## src/rtl/dwt_pass_sequencer_pkg.sv

```systemverilog
// Shared definitions for the Haar watermarking pass sequencer: op codes, FSM states,
// step-count and log2 helpers.
package wm_pkg;

    localparam logic [2:0] OP_LOAD_HOST = 3'd0;
    localparam logic [2:0] OP_LOAD_WM   = 3'd1;
    localparam logic [2:0] OP_HPASS     = 3'd2;
    localparam logic [2:0] OP_VPASS     = 3'd3;
    localparam logic [2:0] OP_EMBED     = 3'd4;
    localparam logic [2:0] OP_STORE     = 3'd5;

    typedef enum logic [1:0] {
        S_IDLE  = 2'd0,
        S_ISSUE = 2'd1,
        S_WAIT  = 2'd2
    } seq_state_e;

    function automatic int nstep(input int levels);
        return 4 * levels + 4;
    endfunction

    function automatic int clog2(input int value);
        int r;
        r = 0;
        while ((1 << r) < value) r++;
        return r;
    endfunction

    function automatic int max2(input int a, input int b);
        return (a > b) ? a : b;
    endfunction

endpackage

```

## src/rtl/dwt_step_decode.sv

```systemverilog
// Combinational map from job step index to the op descriptor fields.
module dwt_step_decode
    import wm_pkg::*;
#(
    parameter int HOST_WIDTH  = 256,
    parameter int HOST_HEIGHT = 256,
    parameter int WM_WIDTH    = 128,
    parameter int WM_HEIGHT   = 128,
    parameter int LEVELS      = 2,
    parameter int DIM_W       = 9
) (
    input  logic [4:0]       i_step,
    output logic [2:0]       o_op_code,
    output logic             o_op_inverse,
    output logic [2:0]       o_op_level,
    output logic [DIM_W-1:0] o_op_rows,
    output logic [DIM_W-1:0] o_op_cols
);

    localparam int EMBED_STEP = 2 + 2 * LEVELS;
    localparam int STORE_STEP = 3 + 4 * LEVELS;

    int w_s;
    int w_k;
    int w_lvl;
    int w_rows;
    int w_cols;

    always_comb begin
        w_s          = int'(i_step);
        w_k          = 0;
        w_lvl        = 0;
        w_rows       = HOST_HEIGHT;
        w_cols       = HOST_WIDTH;
        o_op_code    = OP_LOAD_HOST;
        o_op_inverse = 1'b0;
        if (w_s == 1) begin
            o_op_code = OP_LOAD_WM;
            w_rows    = WM_HEIGHT;
            w_cols    = WM_WIDTH;
        end else if (w_s >= 2 && w_s < EMBED_STEP) begin
            w_k       = w_s - 2;
            w_lvl     = w_k / 2 + 1;
            o_op_code = (w_k % 2 == 0) ? OP_HPASS : OP_VPASS;
        end else if (w_s == EMBED_STEP) begin
            o_op_code = OP_EMBED;
            w_rows    = WM_HEIGHT;
            w_cols    = WM_WIDTH;
        end else if (w_s > EMBED_STEP && w_s < STORE_STEP) begin
            // inverse walks levels back down, V before H at each level
            w_k          = w_s - EMBED_STEP - 1;
            w_lvl        = LEVELS - w_k / 2;
            o_op_inverse = 1'b1;
            o_op_code    = (w_k % 2 == 0) ? OP_VPASS : OP_HPASS;
        end else if (w_s >= STORE_STEP) begin
            o_op_code = OP_STORE;
        end
        if (w_lvl != 0) begin
            w_rows = HOST_HEIGHT >> (w_lvl - 1);
            w_cols = HOST_WIDTH >> (w_lvl - 1);
            if (o_op_code == OP_HPASS) w_cols = w_cols / 2;
            else                       w_rows = w_rows / 2;
        end
        o_op_level = 3'(w_lvl);
        o_op_rows  = DIM_W'(w_rows);
        o_op_cols  = DIM_W'(w_cols);
    end

endmodule

```

## src/rtl/dwt_pass_sequencer.sv

```systemverilog
// Job scheduler for the Haar watermarking datapath: issues one descriptor per step and waits
// for op_done. Optional busy-cycle counter port under SEQ_CYCLE_CNT_EN.
//
// state | meaning
// IDLE  | no job; waits for start
// ISSUE | op_valid high, descriptor held until op_ready
// WAIT  | descriptor accepted; waits for op_done, watchdog running
module dwt_pass_sequencer
    import wm_pkg::*;
#(
    parameter int HOST_WIDTH  = 256,
    parameter int HOST_HEIGHT = 256,
    parameter int WM_WIDTH    = 128,
    parameter int WM_HEIGHT   = 128,
    parameter int LEVELS      = 2,
    parameter int TIMEOUT     = 1 << 20,
    parameter int DIM_W       = clog2(max2(HOST_WIDTH, HOST_HEIGHT)) + 1
) (
    input  logic             clk,
    input  logic             rst_n,
    input  logic             start,
    input  logic             abort,
    output logic             busy,
    output logic             done,
    output logic             error,
    output logic             op_valid,
    input  logic             op_ready,
    output logic [2:0]       op_code,
    output logic             op_inverse,
    output logic [2:0]       op_level,
    output logic [DIM_W-1:0] op_rows,
    output logic [DIM_W-1:0] op_cols,
    input  logic             op_done
`ifdef SEQ_CYCLE_CNT_EN
    ,
    output logic [31:0]      cycle_cnt
`endif
);

    localparam logic [1:0] ST_IDLE   = S_IDLE;
    localparam logic [1:0] ST_ISSUE  = S_ISSUE;
    localparam logic [1:0] ST_WAIT   = S_WAIT;
    localparam logic [4:0] LAST_STEP = 5'(nstep(LEVELS) - 1);

    logic [1:0]       r_state;
    logic [4:0]       r_step;
    logic [31:0]      r_wdog;
    logic             r_busy, r_done, r_error, r_op_valid, r_op_inverse;
    logic [2:0]       r_op_code, r_op_level;
    logic [DIM_W-1:0] r_op_rows, r_op_cols;

    logic             w_start_acc, w_expire;
    logic [4:0]       w_step_next;
    logic [2:0]       w_code, w_level;
    logic             w_inverse;
    logic [DIM_W-1:0] w_rows, w_cols;

    assign w_start_acc = (r_state == ST_IDLE) && start && !abort;
    assign w_expire    = (r_state == ST_WAIT) && (r_wdog == 32'(TIMEOUT - 1));
    assign w_step_next = (r_state == ST_IDLE) ? 5'd0 : r_step + 5'd1;

    dwt_step_decode #(
        .HOST_WIDTH (HOST_WIDTH),
        .HOST_HEIGHT(HOST_HEIGHT),
        .WM_WIDTH   (WM_WIDTH),
        .WM_HEIGHT  (WM_HEIGHT),
        .LEVELS     (LEVELS),
        .DIM_W      (DIM_W)
    ) u_decode (
        .i_step      (w_step_next),
        .o_op_code   (w_code),
        .o_op_inverse(w_inverse),
        .o_op_level  (w_level),
        .o_op_rows   (w_rows),
        .o_op_cols   (w_cols)
    );

    always_ff @(posedge clk or negedge rst_n) begin
        if (!rst_n) begin
            r_state      <= ST_IDLE;
            r_step       <= '0;
            r_wdog       <= '0;
            r_busy       <= 1'b0;
            r_done       <= 1'b0;
            r_error      <= 1'b0;
            r_op_valid   <= 1'b0;
            r_op_code    <= '0;
            r_op_inverse <= 1'b0;
            r_op_level   <= '0;
            r_op_rows    <= '0;
            r_op_cols    <= '0;
        end else begin
            case (r_state)
                ST_IDLE: begin
                    if (w_start_acc) begin
                        r_state    <= ST_ISSUE;
                        r_step     <= '0;
                        r_busy     <= 1'b1;
                        r_done     <= 1'b0;
                        r_error    <= 1'b0;
                        r_op_valid <= 1'b1;
                        {r_op_code, r_op_inverse, r_op_level, r_op_rows, r_op_cols} <=
                            {w_code, w_inverse, w_level, w_rows, w_cols};
                    end
                end
                ST_ISSUE: begin
                    if (abort) begin
                        r_state    <= ST_IDLE;
                        r_busy     <= 1'b0;
                        r_done     <= 1'b0;
                        r_op_valid <= 1'b0;
                    end else if (op_ready) begin
                        r_state    <= ST_WAIT;
                        r_op_valid <= 1'b0;
                        r_wdog     <= '0;
                    end
                end
                ST_WAIT: begin
                    if (abort) begin
                        r_state <= ST_IDLE;
                        r_busy  <= 1'b0;
                        r_done  <= 1'b0;
                    end else if (op_done) begin
                        if (r_step == LAST_STEP) begin
                            r_state <= ST_IDLE;
                            r_busy  <= 1'b0;
                            r_done  <= 1'b1;
                        end else begin
                            r_state    <= ST_ISSUE;
                            r_step     <= w_step_next;
                            r_op_valid <= 1'b1;
                            {r_op_code, r_op_inverse, r_op_level, r_op_rows, r_op_cols} <=
                                {w_code, w_inverse, w_level, w_rows, w_cols};
                        end
                    end else if (w_expire) begin
                        r_state <= ST_IDLE;
                        r_busy  <= 1'b0;
                        r_error <= 1'b1;
                    end else begin
                        r_wdog <= r_wdog + 32'd1;
                    end
                end
                default: r_state <= ST_IDLE;
            endcase
            // a completion we never asked for; an abort in ISSUE swallows it
            if (op_done && r_state != ST_WAIT && !(abort && r_state == ST_ISSUE))
                r_error <= 1'b1;
        end
    end

`ifdef SEQ_CYCLE_CNT_EN
    logic [31:0] r_cycle_cnt;

    always_ff @(posedge clk or negedge rst_n) begin
        if (!rst_n)                                r_cycle_cnt <= '0;
        else if (w_start_acc)                      r_cycle_cnt <= '0;
        else if (r_busy && r_cycle_cnt != '1)      r_cycle_cnt <= r_cycle_cnt + 32'd1;
    end

    assign cycle_cnt = r_cycle_cnt;
`endif

    assign busy       = r_busy;
    assign done       = r_done;
    assign error      = r_error;
    assign op_valid   = r_op_valid;
    assign op_code    = r_op_code;
    assign op_inverse = r_op_inverse;
    assign op_level   = r_op_level;
    assign op_rows    = r_op_rows;
    assign op_cols    = r_op_cols;

endmodule
```

## config.mk

```make
export PLATFORM = sky130hd
export DESIGN_NAME = dwt_pass_sequencer
export DESIGN_NICKNAME = d
export VERILOG_FILES = /design/src/rtl/dwt_pass_sequencer_pkg.sv /design/src/rtl/dwt_step_decode.sv /design/src/rtl/dwt_pass_sequencer.sv
export SDC_FILE = /design/constraint.sdc
export NUM_CORES = 1
export LEC_CHECK = 0
export ABC_AREA = 1
export CAP_MARGIN = 20
export CORE_MARGIN = 2
export CORE_UTILIZATION = 50
export DETAILED_ROUTE_END_ITERATION = 16
export DONT_BUFFER_PORTS = 1
export MAX_ROUTING_LAYER = met4
export PLACE_DENSITY_LB_ADDON = 0.2
export SLEW_MARGIN = 10
export SYNTH_ARGS = -nofsm -noshare
export SYNTH_HDL_FRONTEND = slang
export SYNTH_SLANG_ARGS = --single-unit
export TNS_END_PERCENT = 100
```

## constraint.sdc

```tcl
create_clock -name clk -period 7.4 [get_ports clk]
set_clock_uncertainty 0.15 [all_clocks]
set_input_delay 1.11 -clock clk [delete_from_list [all_inputs] [get_ports clk]]
set_output_delay 1.11 -clock clk [all_outputs]
set_load 0.005 [all_outputs]
```

## After elaboration in Yosys (flattened, before gate mapping)

Cells that the tools add are included.

- $add $sub $neg: 11
- Multiply operators: 0
- Div/mod/pow operators: 0
- $lt $le $gt $ge: 5
- Equal/unequal tests: 26
- Shifts and indexed selects: 1
- Muxes and demuxes: 90
- Bitwise gates (word level): 3
- Reductions and logical operators: 25

Operators with widths:

| operator | count |
|---|---|
| 2-to-1 mux 32 bit | 9 |
| 2-to-1 mux 9 bit | 15 |
| adder 32 x 1 -> 32 bit | 2 |
| zero test 32 bit | 2 |
| one-hot mux 32 bit (2 select lines) | 1 |
| subtractor 32 x 2 -> 32 bit (second input constant) | 2 |
| 2-to-1 mux 3 bit | 13 |
| one-hot mux 9 bit (2 select lines) | 2 |
| adder 32 x 1 -> 32 bit (second input constant) | 1 |
| adder 32 x 2 -> 32 bit (second input constant) | 1 |
| equality test 32 x 20 -> 1 bit (second input constant) | 1 |
| nonzero test 32 bit | 1 |
| right shift 9 x 32 -> 32 bit (first input constant) | 1 |
| subtractor 3 x 32 -> 32 bit (first input constant) | 1 |
| 2-to-1 mux 1 bit | 30 |
| 2-to-1 mux 5 bit | 5 |
| inequality test 2 bit (second input constant) | 10 |
| AND reduction 5 bit | 4 |
| inequality test 3 x 2 -> 1 bit (second input constant) | 5 |
| 2-to-1 mux 2 bit | 6 |
| one-hot mux 3 bit (2 select lines) | 2 |
| AND reduction 6 bit | 2 |
| equality test 5 x 4 -> 1 bit (second input constant) | 2 |
| one-hot mux 5 bit (2 select lines) | 1 |
| 26 further kinds | 42 |

- Flip-flop bits (word level): 68
- Latch bits: 0
- RAM bits: 0
- Memory bits (read-only): 0
- Input bits: 6
- Output and inout bits: 29
- Word-level logic and storage cells: 173
- Memories kept: 0

## Longest topological paths before layout

Gate-level depths: netlist of the first run.

- Depth after elaboration: 21
- Depth in mapped cells: 49
- Gate-level depth less buffers: 49

## Modules after synthesis

From an unflattened synthesis of the first run, not the netlist that was laid out.

- Cells, all modules: 893
- Area, all modules: 5706.7 µm²

By module, submodules not included:

| module | times used | cells each | area an instance (µm²) | sequential area each (µm²) |
|---|---|---|---|---|
| dwt_pass_sequencer | 1 | 568 | 4005.1 | 1701.6 |
| dwt_step_decode | 1 | 325 | 1701.6 | 0.0 |

## Worst setup path after synthesis of the first run

OpenSTA, ideal clock, no wires.

- Kind: register to register
- Start point: register r_state[0]
- End point: register r_op_rows[4], in the netlist op_rows[4]
- Library setup time: 0.066 ns
- Arrival: 5.176 ns
- Data required time: 7.184 ns
- Slack: 2.008 ns
- Cell stages (with the launch flop): 40
- Path buffers: 0
- Clock period less this slack: 5.392 ns
- Path through: dfrtp_1 inv_1 ha_1 nor2_1 ha_1 inv_1 a21oi_1 nand3_1 ha_1 inv_1 nand2_1 ha_1 ha_1 inv_1 fa_1 inv_1 a41oi_1 o21ai_1 (+4 left out) a21oi_1 inv_1 nand3_1 inv_2 nand2_1 nor2_4 nand2_2 nand2_1 nand3_1 nor2_1 nand3_2 nor2_2 nand2_1 inv_2 nand2_2 nand2_1 nand3_1 nand2_1

- Word-level cells in the longest chain between the ends: 21
- Elaborated cells on any way between the ends: 57
- Those cells by class: add/sub (9); order compare (5); eq/ne (8); shift (1); mux (21); bitwise (3); reduce/logical (10)

Ends and longest elaborated chain:

| item | RTL line | text |
|---|---|---|
| start, declared | dwt_pass_sequencer.sv:45 | `logic [1:0] r_state;` |
| start signal, assigned | dwt_pass_sequencer.sv:80 | `r_state <= ST_IDLE;` |
| start signal, assigned | dwt_pass_sequencer.sv:96 | `r_state <= ST_ISSUE;` |
| start signal, assigned | dwt_pass_sequencer.sv:108 | `r_state <= ST_IDLE;` |
| zero test 2 bit | dwt_pass_sequencer.sv:58, dwt_pass_sequencer.sv:60, dwt_pass_sequencer.sv:93 |  |
| 2-to-1 mux 5 bit | dwt_pass_sequencer.sv:60 | `assign w_step_next = (r_state == ST_IDLE) ? 5'd0 : r_step + 5'd1;` |
| subtractor 5 x 3 -> 6 bit | dwt_step_decode.sv:51 | `w_k = w_s - EMBED_STEP - 1;` |
| subtractor 32 x 2 -> 32 bit | dwt_step_decode.sv:51 |  |
| AND 1 bit (no line) | n/a |  |
| adder 32 x 1 -> 32 bit (no line) | n/a |  |
| subtractor 3 x 32 -> 32 bit | dwt_step_decode.sv:52 | `w_lvl = LEVELS - w_k / 2;` |
| 2-to-1 mux 32 bit | dwt_step_decode.sv:49 | `end else if (w_s > EMBED_STEP && w_s < STORE_STEP) begin` |
| (+5 left out) | n/a |  |
| AND 1 bit (no line) | n/a |  |
| adder 9 x 1 -> 9 bit (no line) | n/a |  |
| 2-to-1 mux 9 bit | dwt_step_decode.sv:61 | `if (o_op_code == OP_HPASS) w_cols = w_cols / 2;` |
| 2-to-1 mux 9 bit | dwt_step_decode.sv:58 | `if (w_lvl != 0) begin` |
| 2-to-1 mux 9 bit | dwt_pass_sequencer.sv:124 | `if (r_step == LAST_STEP) begin` |
| 2-to-1 mux 9 bit | dwt_pass_sequencer.sv:123 | `end else if (op_done) begin` |
| 2-to-1 mux 9 bit | dwt_pass_sequencer.sv:119 | `if (abort) begin` |
| one-hot mux 9 bit (2 select lines) | dwt_pass_sequencer.sv:93 | `case (r_state)` |
| end signal, assigned | dwt_pass_sequencer.sv:102 | `{r_op_code, r_op_inverse, r_op_level, r_op_rows, r_op_cols} <=` |
| end signal, assigned | dwt_pass_sequencer.sv:132 | `{r_op_code, r_op_inverse, r_op_level, r_op_rows, r_op_cols} <=` |
| end, declared | dwt_pass_sequencer.sv:50 | `logic [DIM_W-1:0] r_op_rows, r_op_cols;` |

Several ways; a longest one is shown, not always the timed one. The select of a mux whose other input is x is not followed.
A chain may end at the register's enable or synchronous reset.

## Worst setup path in the final report of the first run

- Start point: register r_state[0]
- End point: register r_op_rows[3], in the netlist op_rows[3]

Same word-level chain as after synthesis.

==> summary.txt, run 1 <==
Status: completed
Post-CTS setup buffers: 0
Setup crit end kind: register
Mapped Avg Cell Area: 6.32 um^2
Critical Path Source Type: register
Pins Over Slew Limit: 0
Die Ht: 123 um
Share of cells above drive strength 1: 7.77%
Placed inst area: 7160 um^2
Worst path required time: 7.53 ns
Longest Clk Path Bufs: 2
CP max stage delay: 0.53 ns
Post-route ant nets: 0
Ports: 35
Placement Setup Slack: 0.940 ns
Layout fillers: 1411
Overall global routing resource usage: 27.0%
Post-route cell area: 7450 um^2
Min Tclk post-route: 6.56 ns
CTS root buf: clkbuf_16
Antenna violations before repair: 0
Max-cap violations: 0
TritonCTS clock tree: yes
Hold Crit Class: in -> async
Largest net degree at the start of global routing: 69
Sequential cell area fraction in the yosys report: 24.2%
Post-Synthesis Cell Area: 7030 um^2
Fin Setup TNS: 0 ns
Max frequency: 152 MHz
Die Area: 15000 um^2
CTS Sinks: 68
# hold bufs at CTS: 0
Vias per cell: 5.43
FF+latch count, synth: 68
Largest fanout on the critical path: 10
Post-DP HPWL: 14.8 mm
Post-synth ARST share: 100%
Core area: 13800 um^2
RSZ-0062 raised after global routing: no
Total gr overflow: 0
Vias in the first global route: 6566
Routability congestion estimate: 1.05
Final Hold Viols: 0
Cell count after synthesis: 1113
Setup Viol. Count Final: 0
Avg WL per Cell: 14.4 um
Clk slew on worst S/H paths: 0.06 ns
CTS Buf Count: 9
EDFF count, synth: 0
Final WL: 18.6 mm
Final worst slack: 0.839 ns
Worst-skew pair later-pin latency: 0.35 ns
CP most frequent cell: nand2_1
Leakage: 4.30 nW
Worst Max-Slew Pin Slew: 0.715 ns
First-pass GRT wire length: 31.3 mm
DRT iter0 DRCs: 492
Synth warnings: 0
Synth cell types: 52
Period utilization: 88.7%
Chip Width: 123 um
Worst slew margin: 52.2%
FP Rows: 43
Vias: 6990
Initial core utilization: 50.8%
Synth Flop Type: dfrtp_1
# resized after CTS: 0
H-tree depth: 3
Port buffer count: 0
WS Path Type: reg -> reg
Antenna cells: 0
Power per standard cell area: 293 nW/um^2
Maximum vdd drop: 0.200 mV
Layout Area Growth over Synthesis: 5.96%
Final net count: 1164
Detailed-route DRC error count: 0
First-pass DRT Iterations: 5
WP data arrival: 6.69 ns
Syn nets: 1174
CP max-delay cell: nor2_1
==> worst max-delay path, delay by kind of cell, from the launching register on <==
| kind | cells | cell delay [ns] |
|---|---|---|
| adder cells (fa/ha/maj) | 6 | 1.40 |
| flip-flops | 1 | 0.41 |
| AO/OA/AOI/OAI | 3 | 0.80 |
| AND/OR/NAND/NOR | 24 | 2.96 |
| buffers and inverters | 9 | 0.80 |
==> synth_stat cells (8+ instances only) <==
cell | instances | area (um^2)
nand2_4 | 8 | 90.1
a21oi_1 | 80 | 400
o21a_1 | 8 | 60.1
ha_1 | 54 | 676
inv_1 | 143 | 537
nand3_2 | 9 | 90.1
nand3_1 | 101 | 505
nand4_1 | 16 | 100
clkbuf_1 | 12 | 45.0
nor2_1 | 95 | 357
dfrtp_1 | 68 | 1700
nand2_1 | 312 | 1170
nor3_1 | 28 | 140
nand2_2 | 17 | 106
o21ai_0 | 60 | 300
inv_2 | 9 | 33.8
==> final timing paths <==
check,start,to,slack (ns),cells after the start
worst max-delay path,r_state[0],op_rows[3],0.84,42
worst min-delay path,rst_n,op_rows[2],0.31,0
worst max register to register,r_state[0],op_rows[3],0.84,42
worst min register to register,r_wdog[31],r_wdog[31],0.33,1
max in group asynchronous,rst_n,r_wdog[30],6.66,0
min in group clk,r_wdog[31],r_wdog[31],0.33,1
==> flip-flops by register name (all words and copies together), names as in the netlist <==
name and flops:
r_wdog 32, op_cols 9, op_rows 9, r_step 5, op_code 3, op_level 3
r_state 2, busy 1, done 1, error 1, op_inverse 1, op_valid 1
==> cells in the final DEF, fill, tap and decap left out, types with 2 or more instances in the layout <==
master,count
a21boi_1,2
or2_1,2
inv_2,9
nand3_2,9
dfrtp_1,68
nor2_4,6
or2_2,6
nand2_1,312
buf_4,2
or3_1,2
nor2_1,95
ha_1,54
nor3b_1,3
nor3_1,28
inv_1,143
nor2_2,6
o21ai_0,60
a21oi_1,80
o211ai_1,2
clkbuf_16,9
nor4_1,6
nand2_2,17
a221oi_1,2
a31oi_1,2
o21ai_1,6
a211oi_1,4
nand3_1,101
o21a_1,8
nand2_4,8
clkinvlp_4,2
nand3b_1,7
o31ai_1,2
xor2_1,4
nand4_1,16
nor3_2,4
==> where the power goes <==
| part | total [mW] | switching [mW] | internal (mW) |
|---|---|---|---|
| Sequential | 0.482 | 0.0509 | 0.431 |
| Combinational | 1.27 | 0.879 | 0.393 |
| Clock | 0.431 | 0.164 | 0.267 |
| Total | 2.18 | 1.09 | 1.09 |
==> metrics by stage <==
step                      util, %  hold WS, ns  power [mW]  std cells
after floorplan                 -        0.285        1.48       1113
after global placement       51.8        0.315        1.74       1272
after detailed placement     51.8        0.310        1.75       1272
after CTS                    53.9        0.298        2.19       1287
after global routing         53.9        0.296        2.41       1287
final                        53.9        0.306        2.18       1287
==> logic make-up (layout without fill, tap and decap cells) <==
logic type               after synthesis  count (layout)  synth area share, %
AO/OA/AOI/OAI                        174             174                 13.5
XOR/XNOR                               5               5                0.623
adder cells (fa/ha/maj)               55              55                 9.90
buffers and inverters                177             171                 9.88
flip-flops                            68              68                 24.2
multiplexers                           1               1                0.160
AND/OR/NAND/NOR                      633             633                 41.8
==> final cells by class <==
class / instances / area, um^2 / area share, %
Sequential cell: 68 / 1700 / 22.8
Multi-Input combinational cell: 868 / 4630 / 62.2
Clock inverter: 4 / 50.0 / 0.672
Tap cell: 180 / 225 / 3.02
Inverter: 154 / 581 / 7.79
Clock buffer: 11 / 243 / 3.26
Timing Repair Buffer: 2 / 15.0 / 0.202
==> per-layer routing <==
metal	vias to the layer above	GRT usage, %	wire length, um
met5	-	-	0
met4	0	8.19	369
met3	21	5.20	1020
met2	174	40.9	8130
met1	3174	36.6	9070
li1	3621	-	-
No activity file was read; power rests on OpenSTA's default activity.
==> inputs of run 2 (changes only) <==
--- a/config.mk
+++ b/config.mk
@@ -13,6 +13,7 @@
 export DONT_BUFFER_PORTS = 1
 export MAX_ROUTING_LAYER = met4
 export PLACE_DENSITY_LB_ADDON = 0.2
+export SETUP_SLACK_MARGIN = 0.05
 export SLEW_MARGIN = 10
 export SYNTH_ARGS = -nofsm -noshare
 export SYNTH_HDL_FRONTEND = slang
==> results of run 2 <==
Final layout, timing and power as in run 1 (identical DEF).
